File: src/rtl/icarus_mem_pkg.sv
// icarus_mem_pkg: shared ByteSel encodings, memory-stage FSM states, byte-enable constants
package icarus_mem_pkg;
   typedef enum logic [1:0] {
      BS_WORD  = 2'b00,
      BS_HALF  = 2'b01,
      BS_BYTE  = 2'b10,
      BS_BYTEU = 2'b11
   } byte_sel_t;

   typedef enum logic [1:0] {
      ST_IDLE = 2'b00,
      ST_WAIT = 2'b01,
      ST_DONE = 2'b10
   } state_t;

   localparam logic [3:0] BE_ALL = 4'b1111;
   localparam logic [3:0] BE_LO  = 4'b0011;
   localparam logic [3:0] BE_HI  = 4'b1100;
   localparam logic [3:0] BE_B0  = 4'b0001;

   // Conflicting command or address not aligned to the access size
   function automatic logic access_illegal(input logic rd, input logic wr,
                                           input logic [1:0] bs, input logic [1:0] a);
      return (rd & wr) | (bs == BS_WORD && a != 2'b00) | (bs == BS_HALF && a[0]);
   endfunction
endpackage

File: src/rtl/mem_lane_align.sv
// mem_lane_align: store lane replication/byte enables and load lane extraction/extension
module mem_lane_align
   import icarus_mem_pkg::*;
(
   input  logic [1:0]  byte_sel,
   input  logic [1:0]  lane,
   input  logic        write,
   input  logic [31:0] wdata,
   input  logic [31:0] rdata,
   output logic [31:0] wdata_rep,
   output logic [3:0]  byte_en,
   output logic [31:0] rdata_fmt
);
   logic [15:0] sh;

   // Shift the addressed lane down, then size/extend; replicate store data across lanes
   always_comb begin
      sh        = 16'(rdata >> {lane, 3'b000});
      rdata_fmt = byte_sel == BS_WORD ? rdata :
                  byte_sel == BS_HALF ? {{16{sh[15]}}, sh} :
                  byte_sel == BS_BYTE ? {{24{sh[7]}}, sh[7:0]} : {24'd0, sh[7:0]};
      wdata_rep = byte_sel == BS_WORD ? wdata :
                  byte_sel == BS_HALF ? {2{wdata[15:0]}} : {4{wdata[7:0]}};
      byte_en   = (!write || byte_sel == BS_WORD) ? BE_ALL :
                  byte_sel == BS_HALF ? (lane[1] ? BE_HI : BE_LO) : BE_B0 << lane;
   end
endmodule

File: src/rtl/mem_stage_access.sv
// mem_stage_access: one req/ack data-memory transaction per instruction; bus abort timer under MEM_TIMEOUT_EN
module mem_stage_access
   import icarus_mem_pkg::*;
#(
   parameter int ADDR_W         = 32,
   parameter int TIMEOUT_CYCLES = 255
) (
   input  logic              Clock,
   input  logic              Reset,
   input  logic              MemRead_In,
   input  logic              MemWrite_In,
   input  logic [1:0]        ByteSel_In,
   input  logic [31:0]       ALUResult_In,
   input  logic [31:0]       WriteData_In,
   output logic              Stall,
   output logic [31:0]       ReadData_Out,
   output logic              ReadValid_Out,
   output logic              Misalign_Out,
   output logic              Timeout_Out,
   output logic              DMem_Req,
   output logic              DMem_We,
   output logic [ADDR_W-1:0] DMem_Addr,
   output logic [31:0]       DMem_WData,
   output logic [3:0]        DMem_ByteEn,
   input  logic              DMem_Ack,
   input  logic [31:0]       DMem_RData
);
   state_t            state;
   logic              cmd_we;
   logic [1:0]        cmd_bs;
   logic [ADDR_W-1:0] cmd_addr;
   logic [31:0]       cmd_wdata;
   logic              access, illegal, req, to_hit;
   logic [31:0]       wdata_rep, rdata_fmt;
   logic [3:0]        byte_en;

   assign access      = MemRead_In | MemWrite_In;
   assign illegal     = access_illegal(MemRead_In, MemWrite_In, ByteSel_In, ALUResult_In[1:0]);
   assign req         = state == ST_WAIT;
   assign Stall       = Reset & (req | (state == ST_IDLE & access & ~illegal));
   assign DMem_Req    = req;
   assign DMem_We     = req & cmd_we;
   assign DMem_Addr   = req ? {cmd_addr[ADDR_W-1:2], 2'b00} : '0;
   assign DMem_WData  = req ? wdata_rep : '0;
   assign DMem_ByteEn = req ? byte_en : '0;

   mem_lane_align u_align (
      .byte_sel  (cmd_bs),
      .lane      (cmd_addr[1:0]),
      .write     (cmd_we),
      .wdata     (cmd_wdata),
      .rdata     (DMem_RData),
      .wdata_rep (wdata_rep),
      .byte_en   (byte_en),
      .rdata_fmt (rdata_fmt)
   );

   // Sequence IDLE/WAIT/DONE, latch the command on entry and register the result pulses
   always_ff @(posedge Clock or negedge Reset) begin
      if (!Reset) begin
         state         <= ST_IDLE;
         cmd_we        <= 1'b0;
         cmd_bs        <= 2'b00;
         cmd_addr      <= '0;
         cmd_wdata     <= '0;
         Misalign_Out  <= 1'b0;
         ReadValid_Out <= 1'b0;
         ReadData_Out  <= '0;
      end else begin
         Misalign_Out  <= 1'b0;
         ReadValid_Out <= 1'b0;
         case (state)
            ST_IDLE:
               if (access && illegal) Misalign_Out <= 1'b1;
               else if (access) begin
                  state     <= ST_WAIT;
                  cmd_we    <= MemWrite_In;
                  cmd_bs    <= ByteSel_In;
                  cmd_addr  <= ALUResult_In[ADDR_W-1:0];
                  cmd_wdata <= WriteData_In;
               end
            ST_WAIT:
               if (DMem_Ack) begin
                  state         <= ST_DONE;
                  ReadValid_Out <= ~cmd_we;
                  if (!cmd_we) ReadData_Out <= rdata_fmt;
               end else if (to_hit) state <= ST_DONE;
            default: state <= ST_IDLE;
         endcase
      end
   end

`ifdef MEM_TIMEOUT_EN
   logic [7:0] to_cnt;
   assign to_hit = to_cnt == 8'(TIMEOUT_CYCLES - 1);

   // Count unacknowledged WAIT cycles from zero on each WAIT entry; abort on the limit
   always_ff @(posedge Clock or negedge Reset) begin
      if (!Reset) begin
         to_cnt      <= '0;
         Timeout_Out <= 1'b0;
      end else begin
         to_cnt      <= req ? to_cnt + 8'd1 : 8'd0;
         Timeout_Out <= req & ~DMem_Ack & to_hit;
      end
   end
`else
   assign to_hit      = 1'b0;
   assign Timeout_Out = 1'b0;
`endif
endmodule

File: config.mk
export PLATFORM = sky130hd
export DESIGN_NAME = mem_stage_access
export DESIGN_NICKNAME = d
export VERILOG_FILES = /design/src/rtl/icarus_mem_pkg.sv /design/src/rtl/mem_lane_align.sv /design/src/rtl/mem_stage_access.sv
export SDC_FILE = /design/constraint.sdc
export NUM_CORES = 1
export LEC_CHECK = 0
export CAP_MARGIN = 10
export CORE_UTILIZATION = 46
export CTS_BUF_LIST = sky130_fd_sc_hd__clkbuf_8
export CTS_CLUSTER_DIAMETER = 50
export CTS_CLUSTER_SIZE = 16
export DETAILED_ROUTE_END_ITERATION = 8
export GPL_TIMING_DRIVEN = 0
export PLACE_DENSITY = 0.87
export SKIP_LAST_GASP = 1
export SLEW_MARGIN = 20
export SYNTH_ARGS = -nofsm -noshare
export SYNTH_HDL_FRONTEND = slang
export SYNTH_HIERARCHICAL = 1
export SYNTH_SLANG_ARGS = --single-unit
File: constraint.sdc
create_clock -name Clock -period 2.5 [get_ports Clock]
set_input_delay 0.5 -clock Clock [delete_from_list [all_inputs] [get_ports Clock]]
set_output_delay 0.5 -clock Clock [all_outputs]
set_load 0.005 [all_outputs]
Word-level counts from Yosys, hierarchy flattened
Index checks and enable logic that the tools add are counted.
Widths: inputs -> output; s select.

word-level totals
  word-level logic and storage cells = 60
  output and inout bits = 106
  bits in registers = 103
  bits of input ports = 103

cells by class
  eq/ne operators = 7
  multiplexer cells = 19
  shift-type cells = 2
  reductions and logical operators = 12
  bitwise operators = 12

operators with widths
  kind                 number
  $mux 32              7
  $shr 32x5->16        1
  $mux 4               4
  $reduce_and 3->1     3
  $eq 2x1->1 const B   3
  $logic_not 2->1      3
  $mux 2               3
  $ne 2x2->1 const B   3
  $and 1x1->1          5
  $mux 1               4
  $or 1x1->1           4
  $pmux 2 s2           1
  $shl 1x2->4 const A  1
  $logic_and 1x1->1    3
  $not 1->1            3
  $eq 2x2->1 const B   1
  $reduce_bool 2->1    1
  $logic_not 1->1      1
  $logic_or 1x1->1     1

Longest topological paths before layout
  word-level depth = 8
  mapped depth = 8
  mapped depth without buffers = 5

Cells and area by module
Netlist, hierarchy kept.

by module, submodules not included
  module            times used  area an instance (um2)  cells an instance
  mem_stage_access  1           4521.8                  304
  mem_lane_align    1           1164.9                  188

Worst setup path before layout
No wires, ideal clock.

  kind = register to register
  from = reg cmd_addr[1]
  to = reg ReadData_Out[27]
  data arrival time = 1.821 ns
  stages on the path, launching flop included = 9
  path slack = 0.554 ns
  path buffers = 3
  cells stage by stage = dfrtp_1 -> buf_6 -> mux2_4 -> o2bb2ai_4 -> a22o_1 -> buf_6 -> buf_6 -> a21o_1 -> mux2_4

on the way
  longest elaborated chain between the ends = 4

ends and longest elaborated chain
  what                    RTL line                source
  from (decl)             mem_stage_access.sv:31  logic [ADDR_W-1:0] cmd_addr;
  from (signal assigned)  mem_stage_access.sv:79  cmd_addr <= ALUResult_In[ADDR_W-1:0];
  $shr 32x5->16 *         mem_lane_align.sv:18    sh = 16'(rdata >> {lane, 3'b000});
  $mux 32                 mem_lane_align.sv:21    byte_sel == BS_BYTE ? {{24{sh[7]}}, sh[7:0]} : {24'd0, sh[7:0]};
  $mux 32 *               mem_lane_align.sv:20    byte_sel == BS_HALF ? {{16{sh[15]}}, sh} :
  $mux 32 *               mem_lane_align.sv:19    rdata_fmt = byte_sel == BS_WORD ? rdata :
  net rdata_fmt[27]       mem_stage_access.sv:34  logic [31:0] wdata_rep, rdata_fmt;
  to (signal assigned)    mem_stage_access.sv:86  if (!cmd_we) ReadData_Out <= rdata_fmt;
  to (decl)               mem_stage_access.sv:16  output logic [31:0] ReadData_Out,

Mark *: on every way through the listed nets, which the timed path passes. The rest lies on a longest branch.
A chain may end at the register's enable or synchronous reset.

Worst setup path in the final report
  from = reg state[1]
  to = out DMem_WData[1]

on the way
  longest elaborated chain between the ends = 2

ends and longest elaborated chain
  what                    RTL line                source
  from (decl)             mem_stage_access.sv:28  state_t state;
  from (signal assigned)  mem_stage_access.sv:61  state <= ST_IDLE;
  from (signal assigned)  mem_stage_access.sv:76  state <= ST_WAIT;
  from (signal assigned)  mem_stage_access.sv:84  state <= ST_DONE;
  $eq 2x1->1              mem_stage_access.sv:39  assign req = state == ST_WAIT;
  $mux 32                 mem_stage_access.sv:44  assign DMem_WData = req ? wdata_rep : '0;
  to (decl)               mem_stage_access.sv:23  output logic [31:0] DMem_WData,

Every way passes these cells.

==> metrics.cfg <==
[sta]
tightest_slew_ns = 0.701
fin_crit_ns = 2.45
slew_headroom_pct = 53.2
fin_crit_sh_pct = 98.1
fin_worst_skew_ns = 0.0104
setup_viol = 0
rsz0062_at_grt = yes
hold_slack_ns = 0.0599
hold_violations = 0
maxClockFrequency_mhz = 408
drv_slew = 0

[power_and_ir_drop]
cellPowerDensity_mw_per_mm2 = 1070
ir_drop_mv = 0.500
total_leakage_power_nw = 4.03

[setup_path]
path_class = reg -> out
cp_max_fo = 10
cpMostUsedCell = clkbuf_8
critPathBufInv = 4
crit_path_max_incr_delay_ns = 0.50
reg2reg_slack_ns = 0.37
slowest_stage = clkdlybuf4s50_1
cp_cell_sequence = nand2b_4 -> inv_6 -> clkbuf_8 -> clkbuf_8 -> and2_1 -> clkdlybuf4s50_1
crit_arrival_ns = 1.95
required_ns = 2.00
cp_top_family = buffers and inverters
startpoint_type = register
crit_path_end_kind = output port

[logic_synthesis]
synth_edf_count = 0
syn_inst = 492
ys.flop_type = dfrtp_1
synth_cell_type_count = 37
syn_avg_cell_area_um2 = 11.6
syn_area_mm2 = 0.00569
synthArstFlopShare_pct = 100
synth-warning-count = 6
synth.area.top_cells = dfrtp_1 45%, mux2_2 15%, mux2_4 10%
synth_most_common_cell = dfrtp_1
synth_top_area_share_pct = 45.3
synthTopCellsByCount = 103 x dfrtp_1, 77 x mux2_2, 70 x and2_1, 38 x mux2_4
yosysTopAreaCell = dfrtp_1
yosys_register_bits = 103
yosysSeqAreaShare_pct = 45.3

[global_route]
grt_pass1_wl_mm = 25.7
gr-usage-all-layers_pct = 26.1
grt_max_degree = 54
antenna_found_initial = 0
grt_overflow_total = 0
first_global_vias = 4996

[place]
io_buffer_count = 205
dp_cells = 847
dp_hpwl_mm = 12.5
place.gp.congestion = 0.887

[drt]
first_pass_iters = 4
vias = 4632
viasPerCell = 5.28
drt_iter0_drc = 204
wl_per_cell_um = 18.7
drc = 0
ant_nets = 0
routed_wl_mm = 16.4

[final_layout]
drive_above_1_share_pct = 28.5
syn_to_final_growth_pct = 48.0
fin_nets = 829
multi_input_area_mm2 = 0.00283
diodes = 0
instances_no_fill = 878
fill_cells = 863
register_area_mm2 = 0.00258

[clock_tree]
clock_sinks = 103
cts_inserted_buffers = 9
clkTransAtPathRegs_ns = 0.09
cts_tree = yes
ctsHoldBuffers = 0
htreeDepth = 3
clkLatencyLatePin_ns = 0.38
cts-root-buf = clkbuf_8
clockBufferDepth = 2

[floorplanning]
fp.dieW_um = 113
fp.dieH_um = 113
dieArea_mm2 = 0.0128
core_mm2 = 0.0120
rows = 40
start_util_pct = 47.3
pin_count = 209

[outcome]
outcome = completed

[worst_hold_path]
hp-class = in -> async

[run]
cap_viol_max_count = 0

-- metal layers --
| layer | track usage, % | part of all wire [%] | up-vias |
|---|---|---|---|
| met4 | 11.8 | 3.6 | 0 |
| met1 | 30.8 | 40 | 2218 |
| met5 | 0 | 0 | - |
| met2 | 44.3 | 48 | 235 |
| li1 | - | - | 2136 |
| met3 | 7.50 | 8.7 | 43 |
-- registers in the layout, indices dropped and copies added, names as in the netlist --
name           cells
ReadData_Out      32
cmd_addr          32
cmd_wdata         32
cmd_bs             2
state              2
Misalign_Out       1
ReadValid_Out      1
cmd_we             1
-- power breakdown --
group          switching, mW  total, mW  internal [mW]  leakage (nW)
Sequential             0.492       2.92           2.42          1.24
Clock                  0.581      0.937          0.356        0.0927
Combinational           2.01       5.16           3.15          2.70
Total                   3.08       9.01           5.93          4.03
-- repair_timing --
action / 4_1_cts / 5_1_grt
setup buffers: 14 / 3
resized for setup: 73 / 24
setup endpoints to repair: 65 / 33
pin swaps: 5 / 5
-- final timing paths --
kind	from	endpoint	depth (start not counted)
max reg2reg	cmd_bs[1]	ReadData_Out[26]	9
min reg2reg	cmd_addr[26]	cmd_addr[26]	1
min	Reset	ReadData_Out[28]	1
min in group Clock	cmd_addr[26]	cmd_addr[26]	1
max in group asynchronous	Reset	cmd_addr[29]	2
max	state[1]	DMem_WData[1]	6
-- cells in the final DEF (no fill, tap or decap), types with 17 or more instances in the layout --
cell	n
clkdlybuf4s50_1	170
dfrtp_1	103
mux2_2	75
and2_1	68
mux2_4	40
nand2_1	29
buf_4	27
nor2_1	25
dlygate4sd2_1	18
a21o_1	17
-- stage by stage --
stage | power (mW) | cell area, µm² | TNS, ns | worst slack (ns) | util (%)
floorplan | 5.62 | 5690 | 0 | 0.554 | -
global placement | 7.63 | 7930 | -305.01 | -3.21 | 66.0
detailed placement | 7.81 | 7960 | -5.35 | -0.573 | 66.3
CTS | 9.03 | 8350 | -0.396 | -0.130 | 69.5
global route | 9.57 | 8410 | -0.0793 | -0.0573 | 70.1
finish | 9.01 | 8410 | 0 | 0.0468 | 70.1
-- worst register-to-register path: stages, from the launching register on --
cell and delay [ns]:
dfrtp_1 0.39, buf_6 0.14, buf_4 0.14, nor2b_1 0.17, o2bb2ai_4 0.21, a22o_1 0.27
buf_6 0.13, buf_6 0.14, a21o_1 0.17, mux2_4 0.25
-- cell type report --
| type | count | share of cell area (%) |
|---|---|---|
| buffer | 44 | 5.07 |
| clock buffer | 9 | 1.47 |
| clock inverter | 7 | 0.461 |
| inverter | 3 | 0.193 |
| multi-input combinational | 342 | 33.6 |
| sequential | 103 | 30.6 |
| tap | 147 | 2.19 |
| timing repair buffer | 223 | 26.4 |
-- cells by family after synthesis --
family / after synthesis / synth area share [%]
AND/OR/NAND/NOR: 148 / 14.3
multiplexers: 120 / 26.2
flip-flops: 103 / 45.3
AO/OA/AOI/OAI: 71 / 8.40
buffers and inverters: 49 / 5.72
other: 1 / 0.0659
No activity file was read; power rests on OpenSTA's default activity.
